File: src/rtl/operand_loader.sv
// Collects a byte stream into six-operand frames (A..F) and presents each
// complete frame on a registered, double-buffered ops_valid/ops_ready slot.
module operand_loader #(
   parameter int DATA_W      = 8,
   parameter int TIMEOUT_CYC = 1000
) (
   input  logic              sys_clk,
   input  logic              sys_rst_n,
   input  logic [DATA_W-1:0] in_data,
   input  logic              in_valid,
   output logic              in_ready,
   output logic [DATA_W-1:0] A,
   output logic [DATA_W-1:0] B,
   output logic [DATA_W-1:0] C,
   output logic [DATA_W-1:0] D,
   output logic [DATA_W-1:0] E,
   output logic [DATA_W-1:0] F,
   output logic              ops_valid,
   input  logic              ops_ready,
   output logic              div_zero,
   output logic              frame_err
);

   localparam int               CNT_W    = $clog2(TIMEOUT_CYC);
   localparam logic [CNT_W-1:0] CNT_LAST = CNT_W'(TIMEOUT_CYC - 1);

   typedef enum logic [0:0] {
      ST_IDLE    = 1'b0,
      ST_COLLECT = 1'b1
   } state_e;

   state_e            state_q;
   logic [2:0]        idx_q;
   logic [CNT_W-1:0]  cnt_q;
   logic [DATA_W-1:0] shadow_q [5];
   logic [DATA_W-1:0] ops_q    [6];
   logic              ops_valid_q;
   logic              div_zero_q;
   logic              frame_err_q;

   logic in_ready_s;
   logic accept_s;
   logic complete_s;
   logic handshake_s;

   // The last byte slot is blocked only while the presented frame is still unread.
   assign in_ready_s  = !((idx_q == 3'd5) && ops_valid_q);
   assign accept_s    = in_valid & in_ready_s;
   assign complete_s  = accept_s && (state_q == ST_COLLECT) && (idx_q == 3'd5);
   assign handshake_s = ops_valid_q & ops_ready;

   // Byte collection FSM, timeout watchdog and output slot.
   always_ff @(posedge sys_clk or negedge sys_rst_n) begin
      if (!sys_rst_n) begin
         state_q     <= ST_IDLE;
         idx_q       <= 3'd0;
         cnt_q       <= '0;
         ops_valid_q <= 1'b0;
         div_zero_q  <= 1'b0;
         frame_err_q <= 1'b0;
         for (int i = 0; i < 5; i++) shadow_q[i] <= '0;
         for (int i = 0; i < 6; i++) ops_q[i] <= '0;
      end else begin
         frame_err_q <= 1'b0;

         // Byte 5 bypasses the shadow so the frame is presented one cycle after it arrives.
         if (complete_s) begin
            for (int i = 0; i < 5; i++) ops_q[i] <= shadow_q[i];
            ops_q[5]    <= in_data;
            div_zero_q  <= (shadow_q[1] == '0);
            ops_valid_q <= 1'b1;
         end else if (handshake_s) begin
            ops_valid_q <= 1'b0;
         end else begin
            ops_valid_q <= ops_valid_q;
         end

         case (state_q)
            ST_IDLE: begin
               cnt_q <= '0;
               if (accept_s) begin
                  shadow_q[0] <= in_data;
                  idx_q       <= 3'd1;
                  state_q     <= ST_COLLECT;
               end else begin
                  idx_q <= 3'd0;
               end
            end
            ST_COLLECT: begin
               if (accept_s) begin
                  cnt_q <= '0;
                  if (idx_q == 3'd5) begin
                     idx_q   <= 3'd0;
                     state_q <= ST_IDLE;
                  end else begin
                     shadow_q[idx_q] <= in_data;
                     idx_q           <= idx_q + 3'd1;
                  end
               end else if (!in_ready_s) begin
                  cnt_q <= cnt_q;
               end else if (cnt_q == CNT_LAST) begin
                  frame_err_q <= 1'b1;
                  idx_q       <= 3'd0;
                  cnt_q       <= '0;
                  state_q     <= ST_IDLE;
               end else begin
                  cnt_q <= cnt_q + CNT_W'(1);
               end
            end
            default: begin
               state_q <= ST_IDLE;
               idx_q   <= 3'd0;
               cnt_q   <= '0;
            end
         endcase
      end
   end

   assign in_ready  = in_ready_s;
   assign A         = ops_q[0];
   assign B         = ops_q[1];
   assign C         = ops_q[2];
   assign D         = ops_q[3];
   assign E         = ops_q[4];
   assign F         = ops_q[5];
   assign ops_valid = ops_valid_q;
   assign div_zero  = div_zero_q;
   assign frame_err = frame_err_q;

endmodule

File: config.mk
export PLATFORM = sky130hd
export DESIGN_NAME = operand_loader
export DESIGN_NICKNAME = d
export VERILOG_FILES = /design/src/rtl/operand_loader.sv
export SDC_FILE = /design/constraint.sdc
export NUM_CORES = 1
export LEC_CHECK = 0
export ABC_CLOCK_PERIOD_IN_PS = 2009
export CORE_MARGIN = 3
export CORE_UTILIZATION = 50
export CTS_BUF_LIST = sky130_fd_sc_hd__clkbuf_2 sky130_fd_sc_hd__clkbuf_4 sky130_fd_sc_hd__clkbuf_8
export DETAILED_ROUTE_END_ITERATION = 12
export PLACE_DENSITY_LB_ADDON = 0.3
export SLEW_MARGIN = 40
export SYNTH_ARGS = -nofsm -noshare
export SYNTH_HDL_FRONTEND = slang
export SYNTH_SLANG_ARGS = --single-unit
File: constraint.sdc
create_clock -name sys_clk -period 2.01 [get_ports sys_clk]
set_input_delay 0.3015 -clock sys_clk [delete_from_list [all_inputs] [get_ports sys_clk]]
set_output_delay 0.3015 -clock sys_clk [all_outputs]
set_load 0.02 [all_outputs]
==> flow_summary.json, run 1 <==
{
  "rsz0062_at_grt": "false",
  "cp.arrival_ns": 1.62,
  "ys_ff_latch": 105,
  "synth_edf_count": 0,
  "dp_hpwl_um": 5590,
  "place.port_buffers": 63,
  "fin_tns_setup_ns": 0,
  "wirelength_um": 8120,
  "drive_gt1_share_pct": 33.0,
  "first_iter_violations": 52,
  "cts.htree.levels": 3,
  "die_y_um": 99.1,
  "finClkSkew_ns": 0.0127,
  "max_slew_margin_pct": 73.4,
  "firstDrtPassIters": 4,
  "cts_setup_buffers": 0,
  "final_antenna_net_count": 0,
  "synthCells": 293,
  "area_growth_syn_to_layout_pct": 23.8,
  "fmax_ghz": 0.520,
  "ys_types": 40,
  "antenna_found_initial": 0,
  "crit_path_start_kind": "flip-flop",
  "synth_ff_type": "dfrtp_1",
  "path_clk_slew_ns": 0.10,
  "finalHoldViolCount": 0,
  "synth_seq_area_share_pct": 60.6,
  "grt_pass1_vias": 2569,
  "power_leakage_uw": 0.00241,
  "cts_root_buf": "clkbuf_8",
  "fp.coreArea_mm2": 0.00830,
  "holdCritPathClass": "input port to async pin",
  "syn-cell-area_mm2": 0.00433,
  "worstMarginPinSlew_ns": 0.400,
  "io_pins": 64,
  "rows": 33,
  "start_util_pct": 52.2,
  "crit_type": "flip-flop to output pin",
  "grt_util_all_layers_pct": 17.8,
  "syn_area_per_cell_um2": 14.8,
  "gp_congestion": 0.758,
  "grt_max_degree": 52,
  "overflow": 0,
  "clock_path_buffers": 2,
  "antennaDiodeCount": 0,
  "syn_nets": 306,
  "fin_crit_sh_pct": 95.6,
  "numCtsBuffers": 9,
  "cp-end-kind": "output pin",
  "cts_tree": "done",
  "place_area_mm2": 0.00516,
  "synthArstFlopShare_pct": 100,
  "status": "finished clean",
  "clkLatencyLatePin_ns": 0.36,
  "power_density_mw_per_mm2": 1080,
  "layout.nets": 384,
  "fillers": 648,
  "crit_fanout": 10,
  "yosys_warnings": 0,
  "drt-vias-per-instance": 5.28,
  "stdcell_area_mm2": 0.00536,
  "grt_pass1_wl_um": 13700,
  "cap_violations": 0,
  "cts_sinks": 105,
  "dr_total_vias": 2541,
  "layout_min_cycle_time_ns": 1.92,
  "setup_viol": 0,
  "wl_per_cell_um": 16.9,
  "die_w_um": 99.1,
  "drv_slew": 0,
  "drcViolationCount": 0,
  "cp.required_ns": 1.71,
  "peakVddDrop_mv": 0.647,
  "die_area_mm2": 0.00982
}
final timing paths:
kind | start | to | slack, ns | cells past startpoint
min in group sys_clk | B[0]$_DFFE_PN0P_ | B[0]$_DFFE_PN0P_ | 0.50 | 1
max in group asynchronous | sys_rst_n | cnt_q[1]$_DFFE_PN0P_ | 1.01 | 3
worst max register to register | idx_q[0]$_DFFE_PN0P_ | C[1]$_DFFE_PN0P_ | 0.21 | 4
worst min-delay path | sys_rst_n | shadow_q[38]$_DFFE_PN0P_ | 0.40 | 2
worst min register to register | B[0]$_DFFE_PN0P_ | B[0]$_DFFE_PN0P_ | 0.50 | 1
worst max-delay path | idx_q[0]$_DFFE_PN0P_ | in_ready | 0.09 | 3
cells by family after synthesis:
group	after synthesis	share of synthesized area, %
xor gates and xnor gates	7	1.41
adders and majority gates	1	0.289
and+or+nand+nor	51	7.07
DFF	105	60.6
AOI/OAI and AO/OA	23	4.04
muxes	88	23.6
buffers and inverters	18	3.00
what timing repair did:
action                     CTS  global route
setup endpoints to repair    1             0
gates resized for setup      1             0
hold buffers                 1             0
hold endpoints to repair    27             0
state kept, by name, summed over array words and instances (netlist names):
register   cells
cnt_q         10
state_q        1
F              8
D              8
ops_valid      1
B              8
frame_err      1
C              8
idx_q          3
E              8
div_zero       1
shadow_q      40
A              8
metrics by stage:
step	setup slack (ns)	total power, uW	hold slack, ns	instances	utilization [%]
final	0.0880	5800	0.403	481	64.6
after global routing	0.00422	6130	0.426	481	64.6
after CTS	0.0859	5870	0.409	481	64.6
after detailed placement	0.00808	4640	0.260	464	62.2
after global placement	0.0315	4580	0.259	464	62.2
after floorplan	0.352	3860	0.00591	293	-
power by group:
group,leakage (uW),switching [uW],internal (uW)
clock network,0.0000906,725,499
logic,0.000950,665,915
registers,0.00137,327,2670
synthesized netlist by cell type (2+ instances only):
library cell / instances / area share (%)
buf_2: 5 / 0.58
nand4_1: 3 / 0.43
xor2_1: 2 / 0.40
dfrtp_1: 105 / 61
nand2_1: 11 / 0.95
a21o_1: 2 / 0.35
a211oi_1: 2 / 0.35
mux2_1: 4 / 1.0
nand3b_1: 3 / 0.52
a21oi_1: 5 / 0.58
buf_6: 7 / 1.8
nor4_1: 3 / 0.43
nor2b_1: 2 / 0.29
nor2_1: 12 / 1.0
nand3_1: 6 / 0.69
inv_1: 5 / 0.43
xnor2_1: 5 / 1.0
o21ai_0: 7 / 0.81
mux2_2: 76 / 20
mux2_4: 8 / 2.8
layout by cell type, fill, tap and decap left out, types with 2 or more instances in the layout:
| cell type | Yosys | final |
|---|---|---|
| a211oi_1 | 2 | 2 |
| a21o_1 | 2 | 2 |
| a21oi_1 | 5 | 5 |
| buf_12 | 0 | 5 |
| buf_4 | 1 | 12 |
| clkbuf_8 | 0 | 10 |
| clkdlybuf4s50_1 | 0 | 61 |
| clkinv_4 | 0 | 3 |
| clkinvlp_4 | 0 | 2 |
| dfrtp_1 | 105 | 105 |
| inv_1 | 5 | 5 |
| mux2_1 | 4 | 4 |
| mux2_2 | 76 | 76 |
| mux2_4 | 8 | 8 |
| nand2_1 | 11 | 11 |
| nand3_1 | 6 | 6 |
| nand3b_1 | 3 | 3 |
| nand4_1 | 3 | 3 |
| nor2_1 | 12 | 12 |
| nor2b_1 | 2 | 2 |
| nor4_1 | 3 | 3 |
| o21ai_0 | 7 | 7 |
| xnor2_1 | 5 | 5 |
| xor2_1 | 2 | 2 |
per-layer routing:
metal / vias up / wire length [um] / global-route usage, %
li1: 1197 / - / -
met1: 1278 / 3800 / 25.9
met2: 57 / 3820 / 26.8
met3: 9 / 375 / 3.23
met4: 0 / 122 / 6.93
met5: - / 0 / 0
worst max-delay path: stages (launching register included):
cell and delay [ns]:
dfrtp_1 0.55, and4b_1 0.28, inv_1 0.10, dlygate4sd2_1 0.34
area by class of cell:
| class | instances | area, um2 | share of cell area [%] |
|---|---|---|---|
| clock buffer | 10 | 138 | 2.57 |
| clock inverter | 6 | 52.6 | 0.980 |
| inverter | 5 | 18.8 | 0.350 |
| multi-input combinational | 170 | 1580 | 29.4 |
| sequential | 105 | 2630 | 49.0 |
| tap | 105 | 131 | 2.45 |
| timing repair buffer | 80 | 820 | 15.3 |
Power figures use the tool's default switching activity.
==> inputs of run 2 (changes only) <==
--- a/config.mk
+++ b/config.mk
@@ -12,3 +12,3 @@
 export DETAILED_ROUTE_END_ITERATION = 12
-export PLACE_DENSITY_LB_ADDON = 0.3
+export PLACE_DENSITY = 0.71
 export SLEW_MARGIN = 40
==> constraint.sdc (replaced) <==
create_clock -name sys_clk -period 2.01 [get_ports sys_clk]
set_input_delay 0.402 -clock sys_clk [delete_from_list [all_inputs] [get_ports sys_clk]]
set_output_delay 0.402 -clock sys_clk [all_outputs]
set_load 0.02 [all_outputs]
==> run 2 against run 1 <==
Fmax fell by 0.96%. Clock power barely moved. Clock skew rose by 0.0033 ns. Routed wire length fell by 0.46%. Sequential power barely moved. Sequential share of layout area fell by 0.25 points. Clock-buffer cell count did not move. Register-to-register slack improved by 0.06 ns. Final cell count rose by 1.0%. Final area rose by 0.56%. Total power barely moved. Worst hold slack improved by 0.083 ns. Critical endpoint unchanged.
==> flow_summary.json, run 2 (synthesis results as in run 1) <==
{
  "cp.arrival_ns": 1.54,
  "area_growth_syn_to_layout_pct": 24.5,
  "largestRegisters": "shadow_q x40, cnt_q x10",
  "dr_total_vias": 2581,
  "grt_util_all_layers_pct": 17.5,
  "die_w_um": 99.1,
  "crit_buf_inv": 2,
  "cts_tree": "done",
  "grt_max_degree": 45,
  "rsz0062_at_grt": "false",
  "antennaDiodeCount": 0,
  "clkLatencyLatePin_ns": 0.36,
  "fmax_ghz": 0.515,
  "layout.nets": 389,
  "crit_fanout": 10,
  "grt_pass1_wl_um": 13700,
  "cap_violations": 0,
  "cts_sinks": 105,
  "peakVddDrop_mv": 0.580,
  "largest_reg_flops": 40,
  "cts_root_buf": "clkbuf_8",
  "drive_gt1_share_pct": 34.1,
  "fillers": 629,
  "crit_path_top_delay_cell": "dfrtp_2",
  "final_antenna_net_count": 0,
  "numCtsBuffers": 9,
  "power_uw": 5800,
  "cts.htree.levels": 3,
  "cp_top_family": "flip-flops",
  "power_leakage_uw": 0.00244,
  "holdCritPathClass": "input port to async pin",
  "start_util_pct": 52.2,
  "wirelength_um": 8090,
  "worstMarginPinSlew_ns": 0.370,
  "crit_path_start_kind": "flip-flop",
  "setup_viol": 0,
  "cp-end-kind": "output pin",
  "gp_congestion": 0.800,
  "io_pins": 64,
  "path_clk_slew_ns": 0.10,
  "drv_slew": 0,
  "die_area_mm2": 0.00982,
  "finClkSkew_ns": 0.0161,
  "mostFrequentLayoutCells": "104 x dfrtp_1, 76 x mux2_2, 61 x clkdlybuf4s50_1",
  "crit_type": "flip-flop to output pin",
  "wl_per_cell_um": 16.6,
  "fp.coreArea_mm2": 0.00830,
  "cp.required_ns": 1.61,
  "drcViolationCount": 0,
  "antenna_found_initial": 0,
  "finalHoldViolCount": 0,
  "dp_hpwl_um": 5680,
  "fin_crit_sh_pct": 96.5,
  "drt-vias-per-instance": 5.31,
  "overflow": 0,
  "status": "finished clean",
  "fin_hold_ws_ns": 0.486,
  "max_slew_margin_pct": 75.4,
  "regMostFlops": "shadow_q",
  "place.port_buffers": 63,
  "critical_path.cell_chain": "and4b_1 > inv_1 > dlygate4sd2_1",
  "clock_path_buffers": 2,
  "firstDrtPassIters": 4,
  "cp_slowest_stage_delay_ns": 0.48,
  "first_iter_violations": 64,
  "die_y_um": 99.1,
  "final_common_cell": "dfrtp_1",
  "power_density_mw_per_mm2": 1080,
  "grt_pass1_vias": 2624,
  "rows": 33,
  "layout_min_cycle_time_ns": 1.94
}
-- run 2: area by class of cell --
| type | count | area (um2) | area share [%] |
|---|---|---|---|
| clock inverters | 6 | 50.0 | 0.928 |
| well taps | 105 | 131 | 2.44 |
| inverters | 5 | 18.8 | 0.348 |
| clock buffers | 10 | 131 | 2.44 |
| multi-input cells | 170 | 1580 | 29.2 |
| repair buffers | 85 | 857 | 15.9 |
| flip-flops and latches | 105 | 2630 | 48.7 |
-- run 2: final timing paths --
| kind | from | to | slack, ns | cells after the start |
|---|---|---|---|---|
| min in group sys_clk | C[6]$_DFFE_PN0P_ | C[6]$_DFFE_PN0P_ | 0.51 | 1 |
| worst max register to register | idx_q[1]$_DFFE_PN0P_ | F[6]$_DFFE_PN0P_ | 0.27 | 4 |
| max in group asynchronous | sys_rst_n | C[1]$_DFFE_PN0P_ | 0.96 | 3 |
| worst min-delay path | sys_rst_n | F[3]$_DFFE_PN0P_ | 0.49 | 2 |
| worst min register to register | C[6]$_DFFE_PN0P_ | C[6]$_DFFE_PN0P_ | 0.51 | 1 |
| worst max-delay path | idx_q[1]$_DFFE_PN0P_ | in_ready | 0.07 | 3 |
-- run 2: report_power, final --
group,switching (uW),internal (uW),total [uW]
Sequential,325,2670,2990
Clock,728,483,1210
Combinational,674,923,1600
-- run 2: routing by layer --
| metal | track usage (%) | up-vias | routed length, um |
|---|---|---|---|
| li1 | - | 1208 | - |
| met1 | 26.2 | 1299 | 4040 |
| met2 | 26.0 | 62 | 3590 |
| met3 | 3.16 | 12 | 336 |
| met4 | 6.30 | 0 | 118 |
| met5 | 0 | - | 0 |
-- run 2: through the flow --
| stage | util (%) | setup TNS, ns | area [um2] | std cells | setup slack [ns] |
|---|---|---|---|---|---|
| after global routing | 65.0 | 0 | 5390 | 486 | 0.00227 |
| final | 65.0 | 0 | 5390 | 486 | 0.0694 |
| after global placement | 62.7 | -0.687 | 5200 | 469 | -0.0682 |
| after CTS | 65.0 | 0 | 5390 | 486 | 0.0464 |
| after detailed placement | 62.7 | -0.888 | 5200 | 469 | -0.0863 |
| after floorplan | - | 0 | 4330 | 293 | 0.352 |
-- run 2: repair_timing --
item,in CTS,in global routing
endpoints found under the hold margin,25,0
setup endpoints to repair,1,0
hold buffers,1,0
setup buffers,0,0
gates resized for setup,2,0
==> inputs of run 3 (changes only) <==
Settings changed: ABC_CLOCK_PERIOD_IN_PS 2009 to default.
==> results of run 3 <==
Final layout, timing and power as in run 2 (identical DEF).
